===== src/rtl/pipelined_shifter_if.sv =====
// ---------------------------------------------------------------------------
// pipelined_shifter_if
//
// Bundles the request and result handshakes of the pipelined shifter.
//
// Parameters
//   WIDTH : operand / result width (power of two, >= 4)
//   TAG_W : width of the sideband routing tag
//
// Signals
//   in_valid / in_ready : request handshake
//   in_data             : operand
//   in_amt              : shift / rotate amount (0..WIDTH-1)
//   in_op               : 000 SLL, 001 SRL, 010 SRA, 011 ROR, 100 ROL
//   in_tag              : opaque tag returned with the result
//   out_valid/out_ready : result handshake
//   out_data            : result
//   out_tag             : tag of the result
//   out_err             : result came from an illegal op
//
// Modports
//   slave  : the shifter itself
//   master : whoever issues requests and consumes results
// ---------------------------------------------------------------------------
interface pipelined_shifter_if #(
   parameter int WIDTH = 32,
   parameter int TAG_W = 4
);
   localparam int SHW = $clog2(WIDTH);

   logic             in_valid;
   logic             in_ready;
   logic [WIDTH-1:0] in_data;
   logic [SHW-1:0]   in_amt;
   logic [2:0]       in_op;
   logic [TAG_W-1:0] in_tag;

   logic             out_valid;
   logic             out_ready;
   logic [WIDTH-1:0] out_data;
   logic [TAG_W-1:0] out_tag;
   logic             out_err;

   modport slave (
      input  in_valid, in_data, in_amt, in_op, in_tag, out_ready,
      output in_ready, out_valid, out_data, out_tag, out_err
   );

   modport master (
      output in_valid, in_data, in_amt, in_op, in_tag, out_ready,
      input  in_ready, out_valid, out_data, out_tag, out_err
   );
endinterface


===== src/rtl/pipelined_shifter.sv =====
// ---------------------------------------------------------------------------
// pipelined_shifter
//
// Fully pipelined logarithmic shift / rotate unit. Stage k applies a shift
// of 2^k when bit k of the amount is set and registers the result, so a
// WIDTH-bit unit has $clog2(WIDTH) stages and that many requests in flight.
// Each stage carries a valid bit plus the data, amount, op, tag and error
// flag of its request. A valid/ready handshake with full backpressure sits
// on both ends; results leave in acceptance order.
//
// Parameters
//   WIDTH : data width, power of two, >= 4
//   TAG_W : width of the sideband tag
//
// Ports
//   clock   : rising-edge clock
//   reset_n : asynchronous active-low reset, clears every stage register
//   bus     : request / result handshake (pipelined_shifter_if.slave)
// ---------------------------------------------------------------------------
module pipelined_shifter #(
   parameter int WIDTH = 32,
   parameter int TAG_W = 4
) (
   input  logic clock,
   input  logic reset_n,
   pipelined_shifter_if.slave bus
);

   localparam int SHW = $clog2(WIDTH);

   typedef enum logic [2:0] {
      OP_SLL = 3'b000,
      OP_SRL = 3'b001,
      OP_SRA = 3'b010,
      OP_ROR = 3'b011,
      OP_ROL = 3'b100
   } shift_op_e;

   // Stage registers; index SHW-1 is the output stage.
   logic [SHW-1:0]   valid_q;
   logic [WIDTH-1:0] data_q [SHW];
   logic [SHW-1:0]   amt_q  [SHW];
   logic [2:0]       op_q   [SHW];
   logic [TAG_W-1:0] tag_q  [SHW];
   logic [SHW-1:0]   err_q;

   // What each stage would capture if it advances this cycle.
   logic [SHW-1:0]   src_valid;
   logic [WIDTH-1:0] src_data   [SHW];
   logic [SHW-1:0]   src_amt    [SHW];
   logic [2:0]       src_op     [SHW];
   logic [TAG_W-1:0] src_tag    [SHW];
   logic [SHW-1:0]   src_err;
   logic [WIDTH-1:0] stage_data [SHW];

   logic [SHW-1:0]   adv;

   // Ops 101..111 have no meaning; they are flagged and their data zeroed.
   function automatic logic is_illegal(input logic [2:0] op);
      return op > OP_ROL;
   endfunction

   // One mux level: shift or rotate by a fixed power of two. SRA refills
   // with the current MSB, which is still the original sign bit because
   // every earlier level also replicated it.
   function automatic logic [WIDTH-1:0] shift_level(input logic [WIDTH-1:0] d,
                                                    input logic [2:0]       op,
                                                    input int               s);
      logic [WIDTH-1:0] r;
      case (op)
         OP_SLL:  r = d << s;
         OP_SRL:  r = d >> s;
         OP_SRA:  r = $signed(d) >>> s;
         OP_ROR:  r = (d >> s) | (d << (WIDTH - s));
         OP_ROL:  r = (d << s) | (d >> (WIDTH - s));
         default: r = '0;
      endcase
      return r;
   endfunction

   // Backpressure chain, evaluated from the output back to the input. A
   // stage may move when it is empty or when the stage after it moves, so
   // a full pipeline still drains and refills on the same edge. in_valid
   // never enters this chain, which keeps in_ready free of any path from it.
   always_comb begin
      adv = '0;
      adv[SHW-1] = ~valid_q[SHW-1] | bus.out_ready;
      for (int k = SHW - 2; k >= 0; k--) begin
         adv[k] = ~valid_q[k] | adv[k + 1];
      end
   end

   // Stage inputs: stage 0 takes the request ports directly, every later
   // stage takes the register in front of it. The level shift for each
   // stage is applied here so the register captures the shifted value.
   always_comb begin
      src_valid = '0;
      src_err   = '0;
      for (int k = 0; k < SHW; k++) begin
         src_data[k]   = '0;
         src_amt[k]    = '0;
         src_op[k]     = '0;
         src_tag[k]    = '0;
         stage_data[k] = '0;
      end

      src_valid[0] = bus.in_valid;
      src_err[0]   = is_illegal(bus.in_op);
      src_data[0]  = is_illegal(bus.in_op) ? '0 : bus.in_data;
      src_amt[0]   = bus.in_amt;
      src_op[0]    = bus.in_op;
      src_tag[0]   = bus.in_tag;

      for (int k = 1; k < SHW; k++) begin
         src_valid[k] = valid_q[k - 1];
         src_err[k]   = err_q[k - 1];
         src_data[k]  = data_q[k - 1];
         src_amt[k]   = amt_q[k - 1];
         src_op[k]    = op_q[k - 1];
         src_tag[k]   = tag_q[k - 1];
      end

      for (int k = 0; k < SHW; k++) begin
         stage_data[k] = src_amt[k][k] ? shift_level(src_data[k], src_op[k], 1 << k)
                                       : src_data[k];
      end
   end

   // Stage registers. A stage that cannot advance keeps everything. A stage
   // that advances always takes the upstream valid bit, but only overwrites
   // its payload when a real request arrives, so a bubble leaves the last
   // result visible instead of toggling the datapath.
   always_ff @(posedge clock or negedge reset_n) begin
      if (!reset_n) begin
         valid_q <= '0;
         err_q   <= '0;
         for (int k = 0; k < SHW; k++) begin
            data_q[k] <= '0;
            amt_q[k]  <= '0;
            op_q[k]   <= '0;
            tag_q[k]  <= '0;
         end
      end else begin
         for (int k = 0; k < SHW; k++) begin
            if (adv[k]) begin
               valid_q[k] <= src_valid[k];
               if (src_valid[k]) begin
                  data_q[k] <= stage_data[k];
                  amt_q[k]  <= src_amt[k];
                  op_q[k]   <= src_op[k];
                  tag_q[k]  <= src_tag[k];
                  err_q[k]  <= src_err[k];
               end
            end
         end
      end
   end

   assign bus.in_ready  = adv[0];
   assign bus.out_valid = valid_q[SHW - 1];
   assign bus.out_data  = data_q[SHW - 1];
   assign bus.out_tag   = tag_q[SHW - 1];
   assign bus.out_err   = err_q[SHW - 1];

endmodule


===== src/flat_wrapper.sv =====
// flat-port wrapper written by rule: the top's interface ports become plain ports
module pipelined_shifter_flat 
#(
   parameter int WIDTH = 32,
   parameter int TAG_W = 4
)
  (clock, reset_n, bus_in_valid, bus_in_data, bus_in_amt, bus_in_op, bus_in_tag, bus_out_ready, bus_in_ready, bus_out_valid, bus_out_data, bus_out_tag, bus_out_err);
  pipelined_shifter_if #(.WIDTH(WIDTH), .TAG_W(TAG_W)) bus_i ();
  input  logic clock;
  input  logic reset_n;
  input wire logic [$bits(bus_i.in_valid)-1:0] bus_in_valid;
  input wire logic [$bits(bus_i.in_data)-1:0] bus_in_data;
  input wire logic [$bits(bus_i.in_amt)-1:0] bus_in_amt;
  input wire logic [$bits(bus_i.in_op)-1:0] bus_in_op;
  input wire logic [$bits(bus_i.in_tag)-1:0] bus_in_tag;
  input wire logic [$bits(bus_i.out_ready)-1:0] bus_out_ready;
  output wire logic [$bits(bus_i.in_ready)-1:0] bus_in_ready;
  output wire logic [$bits(bus_i.out_valid)-1:0] bus_out_valid;
  output wire logic [$bits(bus_i.out_data)-1:0] bus_out_data;
  output wire logic [$bits(bus_i.out_tag)-1:0] bus_out_tag;
  output wire logic [$bits(bus_i.out_err)-1:0] bus_out_err;
  assign bus_i.in_valid = bus_in_valid;
  assign bus_i.in_data = bus_in_data;
  assign bus_i.in_amt = bus_in_amt;
  assign bus_i.in_op = bus_in_op;
  assign bus_i.in_tag = bus_in_tag;
  assign bus_i.out_ready = bus_out_ready;
  assign bus_in_ready = bus_i.in_ready;
  assign bus_out_valid = bus_i.out_valid;
  assign bus_out_data = bus_i.out_data;
  assign bus_out_tag = bus_i.out_tag;
  assign bus_out_err = bus_i.out_err;
  pipelined_shifter #(.WIDTH(WIDTH), .TAG_W(TAG_W)) u_core (.clock(clock), .reset_n(reset_n), .bus(bus_i));
endmodule

===== config.mk =====
export PLATFORM = sky130hd
export DESIGN_NAME = pipelined_shifter_flat
export DESIGN_NICKNAME = d
export VERILOG_FILES = /design/src/rtl/pipelined_shifter_if.sv /design/src/rtl/pipelined_shifter.sv /design/src/flat_wrapper.sv
export SDC_FILE = /design/constraint.sdc
export NUM_CORES = 1
export LEC_CHECK = 0
export ABC_AREA = 1
export BUFFER_PORTS_ARGS = -buffer_cell sky130_fd_sc_hd__buf_4
export CAP_MARGIN = 10
export CORE_ASPECT_RATIO = 0.8
export CORE_UTILIZATION = 55
export DETAILED_ROUTE_END_ITERATION = 8
export PLACE_DENSITY_LB_ADDON = 0.05
export SLEW_MARGIN = 20
export SYNTH_ARGS = -nofsm -noshare
export SYNTH_HDL_FRONTEND = slang
export SYNTH_SLANG_ARGS = --single-unit

===== constraint.sdc =====
create_clock -name clock -period 1.3 [get_ports clock]
set_input_delay 0 -clock clock [delete_from_list [all_inputs] [get_ports clock]]
set_output_delay 0 -clock clock [all_outputs]
set_load 0.05 [all_outputs]

==> PnR_summary.wiki <==
{| class="wikitable"
! Metric !! Value
|-
| Relative max-transition margin || 0.5426
|-
| Yosys warning total || 0
|-
| Highest fanout seen on the critical path || 7
|-
| Leading cell types by total area after synthesis || dfrtp_1, nand2_1, a21oi_1
|-
| Final standard cell count with taps included and fillers excluded || 2122
|-
| DRC || 0
|-
| Maximum achievable frequency || 0.6511 GHz
|-
| Static leakage || 7.722 nW
|-
| Number of nets with antenna violations after detailed routing || 0
|-
| Skew-Pair Late Insertion Delay || 510 ps
|-
| Die boundary width || 164.7 um
|-
| Arrival time reported for the critical path endpoint || 1930 ps
|-
| Post-CTS Hold Fix Bufs || 46
|-
| Synthesized net count || 1738
|-
| Drt pass-1 iters || 6
|-
| Post-route cell area || 15400 sq um
|-
| Via count of the first global-routing pass || 11167
|-
| Vertical extent of the die || ~130 um
|-
| Via count || 12274
|-
| Max VDD drop || 1.891 mV
|-
| Wire length per cell after detailed routing || about 18 um
|-
| Final Slew Violations || 0
|-
| Total Routing Usage GR || 0.3443
|-
| Per-cell via count in the routed design || 5.784
|-
| Failing checks || negative hold slack, negative setup slack
|-
| Initial antenna violation count || 0
|-
| Signed area change from the synthesized netlist to the final layout || 32.16%
|-
| Mean Syn Cell Area || between 6 and 7 sq um
|-
| Hold Vio Cnt, Final || 3
|-
| DIE AREA || 21780 sq um
|-
| Cell Chain, Critical Path || inv_2, nor2_4, nand3_4, buf_6, nand2_8, clkinv_8, clkbuf_16, nand2_2, nand2_1
|-
| Starting utilization of the core area || 0.5629
|-
| Number of buffer cells added on primary ports || 86
|-
| Synth Cell Area || roughly 12000 sq um
|-
| FILL cells || between 1500 and 2000
|-
| Sequential fraction of the synthesis area || 0.4553
|-
| Worst-case hold slack || -184.3 ps
|-
| Yosys top cell area share || 0.4553
|-
| Post-synth top area cell || dfrtp_1
|-
| Placeable Area || between 20000 and 25000 sq um
|-
| Highest-count cells in the layout ignoring fill and taps || nand2_1, dfrtp_1, a21oi_1, buf_4, nor2_1
|-
| Result of the run || finished with violations
|-
| Pin count of the biggest net entering global routing || 56
|-
| Routed wire length || 39250 um
|-
| Net total in the final layout || 1886
|-
| Clock tree buffer depth || 3
|-
| Kind of start point of the critical path || flip-flop
|-
| Unrepaired setup endpoints after global routing || true
|-
| Critical Path RT || 1690 ps
|-
| Core Rows || 47
|-
| TritonCTS clock tree || built
|-
| Worst stage delay on the critical path || 410 ps
|-
| CTS Buf Count || 22
|-
| Most instantiated flip-flop cell in the synthesis netlist || dfrtp_1
|-
| Master cell of the clock root buffer || clkbuf_16
|-
| H-Tree Level Count || 1
|-
| Synth unique cells || 23
|-
| Total grt overflow || 0
|-
| Setup ws final || -236.0 ps
|-
| Final count of negative-setup-slack endpoints || 187
|-
| Clock period minus worst slack || 1536 ps
|-
| Power Dens Cells || 2381 nW/um^2
|-
| Clock-pin slew on the worst setup and hold paths || approximately 70 ps
|-
| Kind of end point of the critical path || flip-flop
|-
| Number of design-rule violations left by the first detailed-router iteration || 1279
|-
| Transition time at the pin with the least slew margin || 684.5 ps
|-
| Boundary Pins || between 80 and 90
|-
| Final worst clock skew || 12.94 ps
|-
| Share of the clock period used by the worst path after layout || 1.182
|-
| Area of placed instances || around 13000 sq um
|-
| Total number of clock tree sinks || about 210
|-
| Number of storage elements in the synthesis netlist || between 200 and 250
|-
| Number of diodes || 0
|-
| Tightest Hold Check Type || in -> reg
|-
| Classification of the worst setup path || reg -> reg
|-
| Number of standard cells after synthesis || 1690
|-
| Share of post-route cells with drive strength above 1 || 0.2008
|-
| Gp weighted congestion || 0.8943
|-
| EDFF count, synth || 0
|-
| Half-perimeter wire length after detailed placement || 22830 um
|-
| Share of synthesized registers carrying an async set or reset || 1.000
|-
| Commonest non-fill, non-tap cell in the layout || nand2_1
|-
| Inst Count DP || ~2000
|-
| First-pass GRT wire length || 59370 um
|-
| CP max-delay cell || dfrtp_1
|-
| Number of violations of the max-capacitance limit || 0
|}
synth_stat cells, drive strengths merged (12+ instances only):
library cell	count
nor2	129
inv	62
dfrtp	212
buf	95
clkbuf	40
o21ai	68
nand3b	16
nand4	19
nand2	788
o22ai	12
a21oi	206
nand3	42
power by group:
group | switching (W) | internal, W
clock | 0.00265 | 0.00391
sequential | 0.00278 | 0.00905
combinational | 0.0109 | 0.00734
flip-flops by register name, summed over array words and instances, names as in the netlist:
signal,flops
u_core.err_q,5
u_core.amt_q,10
u_core.data_q,128
u_core.valid_q,5
u_core.src_tag,16
u_core.bus.out_tag,4
u_core.bus.out_data,32
u_core.op_q,12
layout make-up:
cell class | instances | area (sq um) | area share
inverters | 63 | 264.0 | 0.01714
clock inverters | 6 | 80.08 | 0.005200
repair buffers | 259 | 2922 | 0.1897
well taps | 269 | 336.6 | 0.02186
multi-input cells | 1280 | 5827 | 0.3784
clock buffers | 33 | 663.1 | 0.04306
flip-flops and latches | 212 | 5308 | 0.3447
routing by layer:
metal | routed length, um | part of all wire | global-route usage
met1 | 17390 | 0.44 | 0.5406
met2 | 16110 | 0.41 | 0.4732
met3 | 5111 | 0.13 | 0.1000
met4 | 637 | 0.016 | 0.05352
met5 | 0 | 0 | 0
worst paths after layout:
kind | from | slack (ps) | to | cells past startpoint
worst max-delay path | u_core.valid_q[2] | -240 | u_core.op_q[14] | 9
worst min-delay path | bus_out_ready | -180 | u_core.valid_q[4] | 4
worst max register to register | u_core.valid_q[2] | -240 | u_core.op_q[14] | 9
worst min register to register | u_core.src_tag[0] | 480 | u_core.bus.out_tag[0] | 2
max in group asynchronous | reset_n | 110 | u_core.data_q[145] | 4
min in group asynchronous | reset_n | 500 | u_core.err_q[0] | 3
metrics by stage:
step             util  setup slack [ps]  TNS [ps]  total power [W]
2_1_floorplan       -            -243.3    -17330          0.02156
3_3_place_gp   0.6217            -174.0     -6203          0.02630
3_5_place_dp   0.6217            -189.3     -8119          0.02649
4_1_cts        0.7158            -208.5    -18360          0.03475
5_1_grt        0.7440            -273.8    -34920          0.03854
6_report       0.7440            -236.0    -22450          0.03667
cell families after synthesis:
group	Yosys count	share of synthesized area
AND/OR/NAND/NOR	994	0.3369
flip-flops	212	0.4553
buffers and inverters	198	0.08332
AO/OA/AOI/OAI	286	0.1244
critical path, delay by kind of cell (launching register included):
kind	cells	cell delay [ps]
buf+inv	4	540
simple gates	5	480
flops	1	410
what timing repair did:
action	4_1_cts	5_1_grt
cloned	16	11
pin swaps	4	28
endpoints found under the setup margin	118	235
setup buffers	12	9
hold endpoints to repair	258	3
resized for setup	39	138
No activity file was read; power rests on OpenSTA's default activity.
